File: src/rtl/sd_spi_responder.sv
// SD-card-side SPI responder: oversampled mode-0 slave that decodes 48-bit commands,
// answers R1/R3/R7 and serves CMD17 block reads. Optional CRC7 check: SD_RESP_CRC7_CHECK_EN.
module sd_spi_responder #(
  parameter int unsigned NCR_BYTES         = 1,
  parameter int unsigned NAC_BYTES         = 2,
  parameter int unsigned ACMD41_BUSY_COUNT = 2,
  parameter int unsigned BLOCK_BYTES       = 512
) (
  input  logic        clk25,
  input  logic        rst_n,
  input  logic        sd_clk,
  input  logic        sd_mosi,
  input  logic        sd_cs_n,
  output logic        sd_miso,
  output logic        cmd_strobe,
  output logic [5:0]  cmd_index,
  output logic [31:0] cmd_arg,
  output logic        card_idle
);

  typedef enum logic [2:0] {HUNT, RX_CMD, NCR, RESP, NAC, TOKEN, DATA, DCRC} state_t;

  localparam int unsigned       IDX_W  = $clog2(BLOCK_BYTES + 1);
  localparam logic [3:0]        NCR_N  = 4'(NCR_BYTES);
  localparam logic [3:0]        NAC_N  = 4'(NAC_BYTES);
  localparam logic [3:0]        ACMD_N = 4'(ACMD41_BUSY_COUNT);
  localparam logic [IDX_W-1:0]  BLK_N  = IDX_W'(BLOCK_BYTES);

  logic [1:0] sck_sync, mosi_sync, cs_sync;
  logic       sck_prev;
  logic       sck_rise, sck_fall, cs_n_s, mosi_s;
  logic [2:0] bit_cnt;
  logic [6:0] rx_shift;
  logic [7:0] rx_byte;
  logic       byte_done;

  state_t            state;
  logic [3:0]        cnt;
  logic [37:0]       frame;
  logic [39:0]       resp_buf;
  logic [3:0]        resp_len;
  logic              data_pend;
  logic [7:0]        tx_next, tx_shift;
  logic [IDX_W-1:0]  idx;
  logic [7:0]        data_val;
  logic [15:0]       crc;
  logic              app_flag;
  logic [3:0]        acmd_cnt;

  logic [7:0]  r1;
  logic [31:0] resp_tail;
  logic        resp_long, want_data, nxt_idle, nxt_app;
  logic [3:0]  nxt_acmd, acmd_inc;

  function automatic logic [15:0] crc16_byte(input logic [15:0] c_in, input logic [7:0] b);
    logic [15:0] c;
    logic [7:0]  bb;
    logic        fb;
    c  = c_in;
    bb = b;
    for (int unsigned i = 0; i < 8; i++) begin
      fb = c[15] ^ bb[7];
      c  = {c[14:0], 1'b0} ^ (fb ? 16'h1021 : 16'h0000);
      bb = {bb[6:0], 1'b0};
    end
    return c;
  endfunction

`ifdef SD_RESP_CRC7_CHECK_EN
  logic crc_bad;

  function automatic logic [6:0] crc7_40(input logic [39:0] d);
    logic [6:0]  c;
    logic [39:0] dd;
    logic        fb;
    c  = '0;
    dd = d;
    for (int unsigned i = 0; i < 40; i++) begin
      fb = c[6] ^ dd[39];
      c  = {c[5:0], 1'b0} ^ (fb ? 7'h09 : 7'h00);
      dd = {dd[38:0], 1'b0};
    end
    return c;
  endfunction

  // Byte 0 always carries start bits 01, so they are not kept in the frame register.
  assign crc_bad = (rx_byte[7:1] != crc7_40({2'b01, frame})) | ~rx_byte[0];
`endif

  assign sck_rise  = sck_sync[1] & ~sck_prev;
  assign sck_fall  = ~sck_sync[1] & sck_prev;
  assign cs_n_s    = cs_sync[1];
  assign mosi_s    = mosi_sync[1];
  assign rx_byte   = {rx_shift, mosi_s};
  assign byte_done = sck_rise & ~cs_n_s & (bit_cnt == 3'd7);
  assign sd_miso   = tx_shift[7];

  always_ff @(posedge clk25 or negedge rst_n) begin
    if (!rst_n) begin
      sck_sync  <= '0;
      mosi_sync <= '0;
      cs_sync   <= '1;
      sck_prev  <= 1'b0;
      bit_cnt   <= '0;
      rx_shift  <= '0;
    end else begin
      sck_sync  <= {sck_sync[0], sd_clk};
      mosi_sync <= {mosi_sync[0], sd_mosi};
      cs_sync   <= {cs_sync[0], sd_cs_n};
      sck_prev  <= sck_sync[1];
      if (cs_n_s) begin
        bit_cnt  <= '0;
        rx_shift <= '0;
      end else if (sck_rise) begin
        bit_cnt  <= bit_cnt + 3'd1;
        rx_shift <= rx_byte[6:0];
      end
    end
  end

  always_comb begin
    r1        = {5'b0, 1'b1, 1'b0, card_idle};
    resp_tail = '0;
    resp_long = 1'b0;
    want_data = 1'b0;
    nxt_idle  = card_idle;
    nxt_app   = 1'b0;
    nxt_acmd  = acmd_cnt;
    acmd_inc  = (acmd_cnt >= ACMD_N) ? acmd_cnt : acmd_cnt + 4'd1;
    case (frame[37:32])
      6'd0: begin
        r1       = 8'h01;
        nxt_idle = 1'b1;
        nxt_acmd = '0;
      end
      6'd8: begin
        r1        = {7'b0, card_idle};
        resp_long = 1'b1;
        resp_tail = {20'h0, frame[11:0]};
      end
      6'd55: begin
        r1      = {7'b0, card_idle};
        nxt_app = 1'b1;
      end
      6'd41: begin
        if (app_flag) begin
          nxt_acmd = acmd_inc;
          if (acmd_inc == ACMD_N) begin
            nxt_idle = 1'b0;
            r1       = 8'h00;
          end else begin
            r1 = 8'h01;
          end
        end
      end
      6'd58: begin
        r1        = {7'b0, card_idle};
        resp_long = 1'b1;
        resp_tail = 32'hC0FF_8000;
      end
      6'd17: begin
        r1        = card_idle ? 8'h05 : 8'h00;
        want_data = ~card_idle;
      end
      default: ;
    endcase
`ifdef SD_RESP_CRC7_CHECK_EN
    if (crc_bad) begin
      r1        = {4'b0, 1'b1, 2'b0, card_idle};
      resp_long = 1'b0;
      want_data = 1'b0;
      nxt_idle  = card_idle;
      nxt_app   = app_flag;
      nxt_acmd  = acmd_cnt;
    end
`endif
  end

  always_ff @(posedge clk25 or negedge rst_n) begin
    if (!rst_n) begin
      state      <= HUNT;
      cnt        <= '0;
      frame      <= '0;
      resp_buf   <= '0;
      resp_len   <= '0;
      data_pend  <= 1'b0;
      tx_next    <= '1;
      tx_shift   <= '1;
      idx        <= '0;
      data_val   <= '0;
      crc        <= '0;
      cmd_strobe <= 1'b0;
      cmd_index  <= '0;
      cmd_arg    <= '0;
      card_idle  <= 1'b1;
      app_flag   <= 1'b0;
      acmd_cnt   <= '0;
    end else begin
      cmd_strobe <= 1'b0;
      if (cs_n_s) begin
        state    <= HUNT;
        tx_next  <= '1;
        tx_shift <= '1;
      end else begin
        // tx_next is chosen at the end of each byte and goes out from the following SCK fall.
        if (sck_fall)
          tx_shift <= (bit_cnt == 3'd0) ? tx_next : {tx_shift[6:0], 1'b1};
        if (byte_done) begin
          case (state)
            HUNT: begin
              tx_next <= '1;
              if (rx_byte[7:6] == 2'b01) begin
                frame <= {frame[29:0], rx_byte};
                cnt   <= 4'd1;
                state <= RX_CMD;
              end
            end
            RX_CMD: begin
              if (cnt == 4'd5) begin
                cmd_strobe <= 1'b1;
                cmd_index  <= frame[37:32];
                cmd_arg    <= frame[31:0];
                card_idle  <= nxt_idle;
                acmd_cnt   <= nxt_acmd;
                app_flag   <= nxt_app;
                resp_buf   <= {r1, resp_tail};
                resp_len   <= resp_long ? 4'd5 : 4'd1;
                data_pend  <= want_data;
                tx_next    <= '1;
                cnt        <= 4'd1;
                state      <= NCR;
              end else begin
                frame <= {frame[29:0], rx_byte};
                cnt   <= cnt + 4'd1;
              end
            end
            NCR: begin
              if (cnt == NCR_N) begin
                tx_next  <= resp_buf[39:32];
                resp_buf <= {resp_buf[31:0], 8'hFF};
                cnt      <= 4'd1;
                state    <= RESP;
              end else begin
                cnt <= cnt + 4'd1;
              end
            end
            RESP: begin
              if (cnt == resp_len) begin
                if (!data_pend) begin
                  tx_next <= '1;
                  state   <= HUNT;
                end else if (NAC_BYTES == 0) begin
                  tx_next <= 8'hFE;
                  state   <= TOKEN;
                end else begin
                  tx_next <= '1;
                  cnt     <= 4'd1;
                  state   <= NAC;
                end
              end else begin
                tx_next  <= resp_buf[39:32];
                resp_buf <= {resp_buf[31:0], 8'hFF};
                cnt      <= cnt + 4'd1;
              end
            end
            NAC: begin
              if (cnt == NAC_N) begin
                tx_next <= 8'hFE;
                state   <= TOKEN;
              end else begin
                cnt <= cnt + 4'd1;
              end
            end
            TOKEN: begin
              tx_next  <= cmd_arg[7:0];
              data_val <= cmd_arg[7:0] + 8'd1;
              crc      <= crc16_byte(16'h0000, cmd_arg[7:0]);
              idx      <= IDX_W'(1);
              state    <= DATA;
            end
            DATA: begin
              if (idx == BLK_N) begin
                tx_next <= crc[15:8];
                cnt     <= 4'd1;
                state   <= DCRC;
              end else begin
                tx_next  <= data_val;
                crc      <= crc16_byte(crc, data_val);
                data_val <= data_val + 8'd1;
                idx      <= idx + IDX_W'(1);
              end
            end
            DCRC: begin
              if (cnt == 4'd2) begin
                tx_next <= '1;
                state   <= HUNT;
              end else begin
                tx_next <= crc[7:0];
                cnt     <= 4'd2;
              end
            end
            default: state <= HUNT;
          endcase
        end
      end
    end
  end

endmodule

File: config.mk
export PLATFORM = sky130hd
export DESIGN_NAME = sd_spi_responder
export DESIGN_NICKNAME = d
export VERILOG_FILES = /design/src/rtl/sd_spi_responder.sv
export SDC_FILE = /design/constraint.sdc
export NUM_CORES = 1
export LEC_CHECK = 0
export ABC_AREA = 0
export BUFFER_PORTS_ARGS = -buffer_cell sky130_fd_sc_hd__buf_2
export CORE_UTILIZATION = 56
export DETAILED_ROUTE_END_ITERATION = 12
export PLACE_DENSITY = 0.77
export SLEW_MARGIN = 10
export SYNTH_ARGS = -nofsm -noshare
export SYNTH_HDL_FRONTEND = slang
export SYNTH_SLANG_ARGS = --single-unit
File: constraint.sdc
create_clock -name clk25 -period 2.5 [get_ports clk25]
set_input_delay 0.25 -clock clk25 [delete_from_list [all_inputs] [get_ports clk25]]
set_output_delay 0.25 -clock clk25 [all_outputs]
set_load 0.01 [all_outputs]
---- Yosys cells after proc, flatten, opt, wreduce, memory -nomap -nowiden ----
Index checks and enable logic that the tools add are counted.
Widths: inputs -> output; s select.
cells by class
  magnitude comparators ................... 1
  $add $sub $neg .......................... 6
  multiplexer cells ....................... 84
  bitwise logic cells ..................... 38
  reductions and logical operators ........ 22
  eq/ne operators ......................... 39
operators with widths
  operator             count
  $mux 13              16
  $xor 16x13->16       13
  $mux 40              3
  $pmux 40 s3          1
  $mux 8               12
  $mux 38              2
  $pmux 38 s2          1
  $pmux 32 s2          1
  $pmux 8 s8           1
  $mux 3               15
  $mux 4               10
  $pmux 16 s2          1
  $pmux 4 s7           1
  $ne 3x3->1 const B   8
  $pmux 3 s8           1
  $ne 2x2->1 const B   11
  $pmux 10 s2          1
  $eq 6x6->1 const B   3
  $add 8x1->8 const B  2
  $mux 16              1
  $pmux 8 s2           1
  $reduce_and 8->1     2
  $eq 3x3->1 const B   5
  $xor 15x13->15       1
  other kinds (36)     77
storage, ports and cells
  word-level logic and storage cells ...... 213
  input port bits ......................... 5
  register bits ........................... 202

---- Longest topological paths before layout ----
  word-level depth ........................ 26
  mapped depth ............................ 13
  gate-level depth less buffers ........... 8

---- Worst setup path before layout ----
OpenSTA, ideal clock, no wires.
  path type ............................... reg-to-reg
  start ................................... register state[0]
  end ..................................... register data_val[6]
  stages on the path, launching flop included .. 14
  library setup time ...................... 0.144 ns
  slack ................................... -0.171 ns
  path buffers ............................ 5
  arrival ................................. 2.527 ns
  cell sequence ........................... dfrtp_1 > clkbuf_1 > buf_2 > nand3b_1 > clkbuf_1 > clkbuf_1 > nand2_1 > nand2_1 > ha_1 > clkbuf_1 > a31oi_1 > a41o_1 > a21oi_1 > a21oi_1
on the way
  cells in the longest elaborated chain, start to end .. 3
  elaborated cells on any way between the ends .. 6
  classes of those cells .................. eq/ne: 3; mux: 1; reduce/logical: 2
ends and longest elaborated chain
  item                                                                     RTL line  RTL
  start: declaration                                                       37        state_t state;
  start signal: assignment                                                 181       state <= HUNT;
  start signal: assignment                                                 201       state <= HUNT;
  start signal: assignment                                                 215       state <= RX_CMD;
  $eq 3x3->1                                                               209       case (state)
  $ne 2x2->1 (no source line) / $reduce_bool 2->1 (equally long branches)  n/a
  $reduce_and 4->1 (no source line)                                        n/a
  end signal: assignment                                                   276       data_val <= cmd_arg[7:0] + 8'd1;
  end signal: assignment                                                   289       data_val <= data_val + 8'd1;
  end: declaration                                                         45        logic [7:0] data_val;
Several ways; a longest one is shown, not always the timed one.
A chain may end at the register's enable or synchronous reset.

---- Worst setup path after layout ----
  start ................................... register idx[7]
  end ..................................... register state[1]
on the way
  cells in the longest elaborated chain, start to end .. 3
ends and longest elaborated chain
  item                               RTL line  RTL
  start: declaration                 44        logic [IDX_W-1:0] idx;
  start signal: assignment           290       idx <= idx + IDX_W'(1);
  $eq 10x10->1                       282       if (idx == BLK_N) begin
  $ne 3x3->1 (no source line)        n/a
  $reduce_and 8->1 (no source line)  n/a
  end signal: assignment             279       state <= DATA;
  end signal: assignment             285       state <= DCRC;
  end signal: assignment             296       state <= HUNT;
No other way between the ends.

==> flow_summary.yaml <==
status:
  status: "complete, no violations"
cts:
  cts_sinks: 200
  cts_tree: "built"
  cts_made_buffers: 17
  cts_buffer_depth: 2
  htree_levels: 4
  root_buffer: "clkbuf_16"
  path_clk_slew_ns: 0.08
  clk_latency_ns: 0.45
route:
  antenna_left: 0
  drt_iter0_markers: 657
  route.detailed.wl_per_inst_um: 17.55
  vias: 7699
  met2_length_mm: 10.87
  drc_errors: 0
  top_layer: "met4"
  drt_pass1_iterations: 5
  drt-met1-wl_mm: 10.45
  totalWireLength_mm: 23.08
  wl_met3_mm: 1.390
  routed_via_density: 5.855
sta:
  worst_pin_slew_ns: 0.8641
  max_freq_mhz: 421.8
  relSlewSlack: 0.4190
  slew_violations: 0
  setup_viol: 0
  period_needed_ns: 2.371
  timing.final.crit_share: 0.9484
  skew_ns: 0.01381
  finalHoldViolCount: 0
  rsz0062_at_grt: "false"
yosys:
  yosysMostFrequentCell: "nand2_1"
  synthSimpleGateAreaFrac: 0.1888
  yosysWarnings: 0
  synth_top_family_by_area: "simple AND/OR/NAND/NOR gates"
  synth_edf_count: 0
  ys_seq_area_frac: 0.5191
  yosysUniqueCellTypes: 72
  yosys.area.top_type: "dfrtp_1"
  synth_compound_area_frac: 0.1534
  synthArstFlopShare: 1.000
  syn-cell-area_um2: 9687
  syn_area_per_cell_um2: 9.314
  synth_top_area_frac: 0.4676
  synth_xor_area_frac: 0.03707
  synth_area_leaders: "dfrtp_1 (47%), nand2_1 (9.9%), dfstp_2 (5.2%)"
  synth_ff_type: "dfrtp_1"
  syn_nets: 1056
  yosys-mux-area-fraction: 0.04844
  syn_inst: 1040
  synthAdderAreaFrac: 0.01524
  ys_ff_latch: 200
  synth_commonest_cells: "nand2_1 (256), dfrtp_1 (181), o21ai_0 (76), a21oi_1 (72), nor2_1 (64)"
worst_setup_path:
  criticalPathCategory: "register to register"
  worst_ep_required_time_ns: 2.83
  critPathMaxFanout: 4
  rr_worst_depth: 5
  worst_setup_path_end_kind: "register"
  worstPathArrival_ns: 2.70
  start_kind: "register"
min_path:
  hold_depth: 0
  hp-class: "register to register"
floorplan:
  ioPinCount: 46
  rows: 47
  core_area_um2: 16760
  die_h_um: 133.5
  die_area_um2: 17830
  fp.dieW_um: 133.5
  initial_core_util: 0.5780
job:
  cap_violations: 0
placed_design:
  gp_congestion: 0.9287
  dp.final_hpwl_mm: 15.60
  dpl_cell_area_um2: 10320
  placedCellCount: 1276
  port_buffers: 45
pwr:
  p_per_area_nw_per_um2: 569.1
  power.leakage_nw: 5.194
  irDropWorstVdd_uv: 475.5
finish:
  antenna_cells: 0
  final_cell_count_no_fill: 1315
  fillCellCount: 1295
  layout-drive-gt1-share: 0.1808
  synthToLayoutAreaGrowth_pct: 14.14
  layout.nets: 1098
  final_area_um2: 11060
grt:
  grt_usage: 0.2764
  gr-total-overflow: 0
  grt_pass1_vias: 7459
  grt_pass1_wl_mm: 38.78
  grt_antenna_before_repair: 0
  grt_max_degree: 81
[final cells by class]
cell class	count	area [um2]	area share
Clock inverter	15	226.5	0.02048
Clock buffer	17	425.4	0.03847
Multi-Input combinational cell	748	4325	0.3912
Timing Repair Buffer	93	691.9	0.06258
Tap cell	220	275.3	0.02490
Inverter	22	82.58	0.007469
Sequential cell	200	5030	0.4549
[timing repair]
item,in CTS,in global routing
buffers inserted,1,2
resized for setup,1,6
setup endpoints to repair,1,68
pin swaps,1,2
hold buffers,4,0
hold endpoints to repair,59,0
[cell families after synthesis]
kind of cell / after synthesis
fa+ha+maj: 12
buf+inv: 92
compound gates: 238
flops: 200
simple gates: 415
mux: 42
xor+xnor: 41
[worst max-delay path, cell delays in order, from the launching register on]
cell	delay, ns
dfrtp_1	0.41
or4b_4	0.59
o41ai_4	0.43
o2111a_2	0.31
o211a_1	0.18
mux2_2	0.34
[cells in the final DEF (no fill, tap or decap), drive strengths merged, types with 12 or more instances in the layout]
| cell type | Yosys | layout |
|---|---|---|
| dfstp | 19 | 19 |
| nand2 | 256 | 256 |
| nand2b | 12 | 12 |
| clkbuf | 50 | 18 |
| nor3 | 12 | 12 |
| xor2 | 14 | 14 |
| o21ai | 80 | 80 |
| nand3 | 16 | 16 |
| inv | 21 | 27 |
| dfrtp | 181 | 181 |
| mux2 | 39 | 39 |
| xnor2 | 27 | 27 |
| nor2 | 64 | 64 |
| buf | 20 | 88 |
| a21oi | 72 | 72 |
| a31oi | 14 | 14 |
[metal layers]
layer	global-route usage	vias to the layer above
met1	0.3996	3725
met4	0.08396	0
met3	0.05708	28
met2	0.4201	283
li1	-	3663
met5	0	-
[state kept, by name, indices dropped and copies added (netlist names)]
register    flops
acmd_cnt        4
app_flag        1
bit_cnt         3
card_idle       1
cmd_arg        32
cmd_index       6
cmd_strobe      1
cnt             4
crc            16
cs_sync         2
data_pend       1
data_val        8
frame          38
idx            10
mosi_sync       2
resp_buf       40
resp_len        2
rx_shift        7
sck_prev        1
sck_sync        2
state           3
tx_next         8
tx_shift        8
[where the power goes]
part	switching (W)	total, W	internal, W
Combinational	0.000101	0.000135	0.0000338
Sequential	0.00000844	0.00326	0.00325
Clock	0.00149	0.00290	0.00141
Total	0.00160	0.00629	0.00469
[metrics by stage]
stage          utilization  hold WS (ns)  total power (W)  setup slack (ns)  setup TNS, ns
2_1_floorplan            -      -0.04559         0.003357           0.09584              0
4_1_cts             0.6576        0.3562         0.006331           0.01156              0
6_report            0.6597        0.3532         0.006292            0.1290              0
3_5_place_dp        0.6158        0.2948         0.003454         -0.008229      -0.008229
3_3_place_gp        0.6158        0.2959         0.003451           0.07300              0
5_1_grt             0.6597        0.3671         0.006475           0.02735              0
[final timing paths]
path                        startpoint          end  slack, ns
setup / recovery                idx[7]     state[1]       0.13
hold / removal             sck_sync[0]  sck_sync[1]       0.35
setup reg to reg                idx[7]     state[1]       0.13
hold reg to reg            sck_sync[0]  sck_sync[1]       0.35
max in group asynchronous        rst_n   cs_sync[0]       1.32
min in group asynchronous        rst_n      crc[10]       0.36
Note: power is estimated with default switching activity, not from simulation.
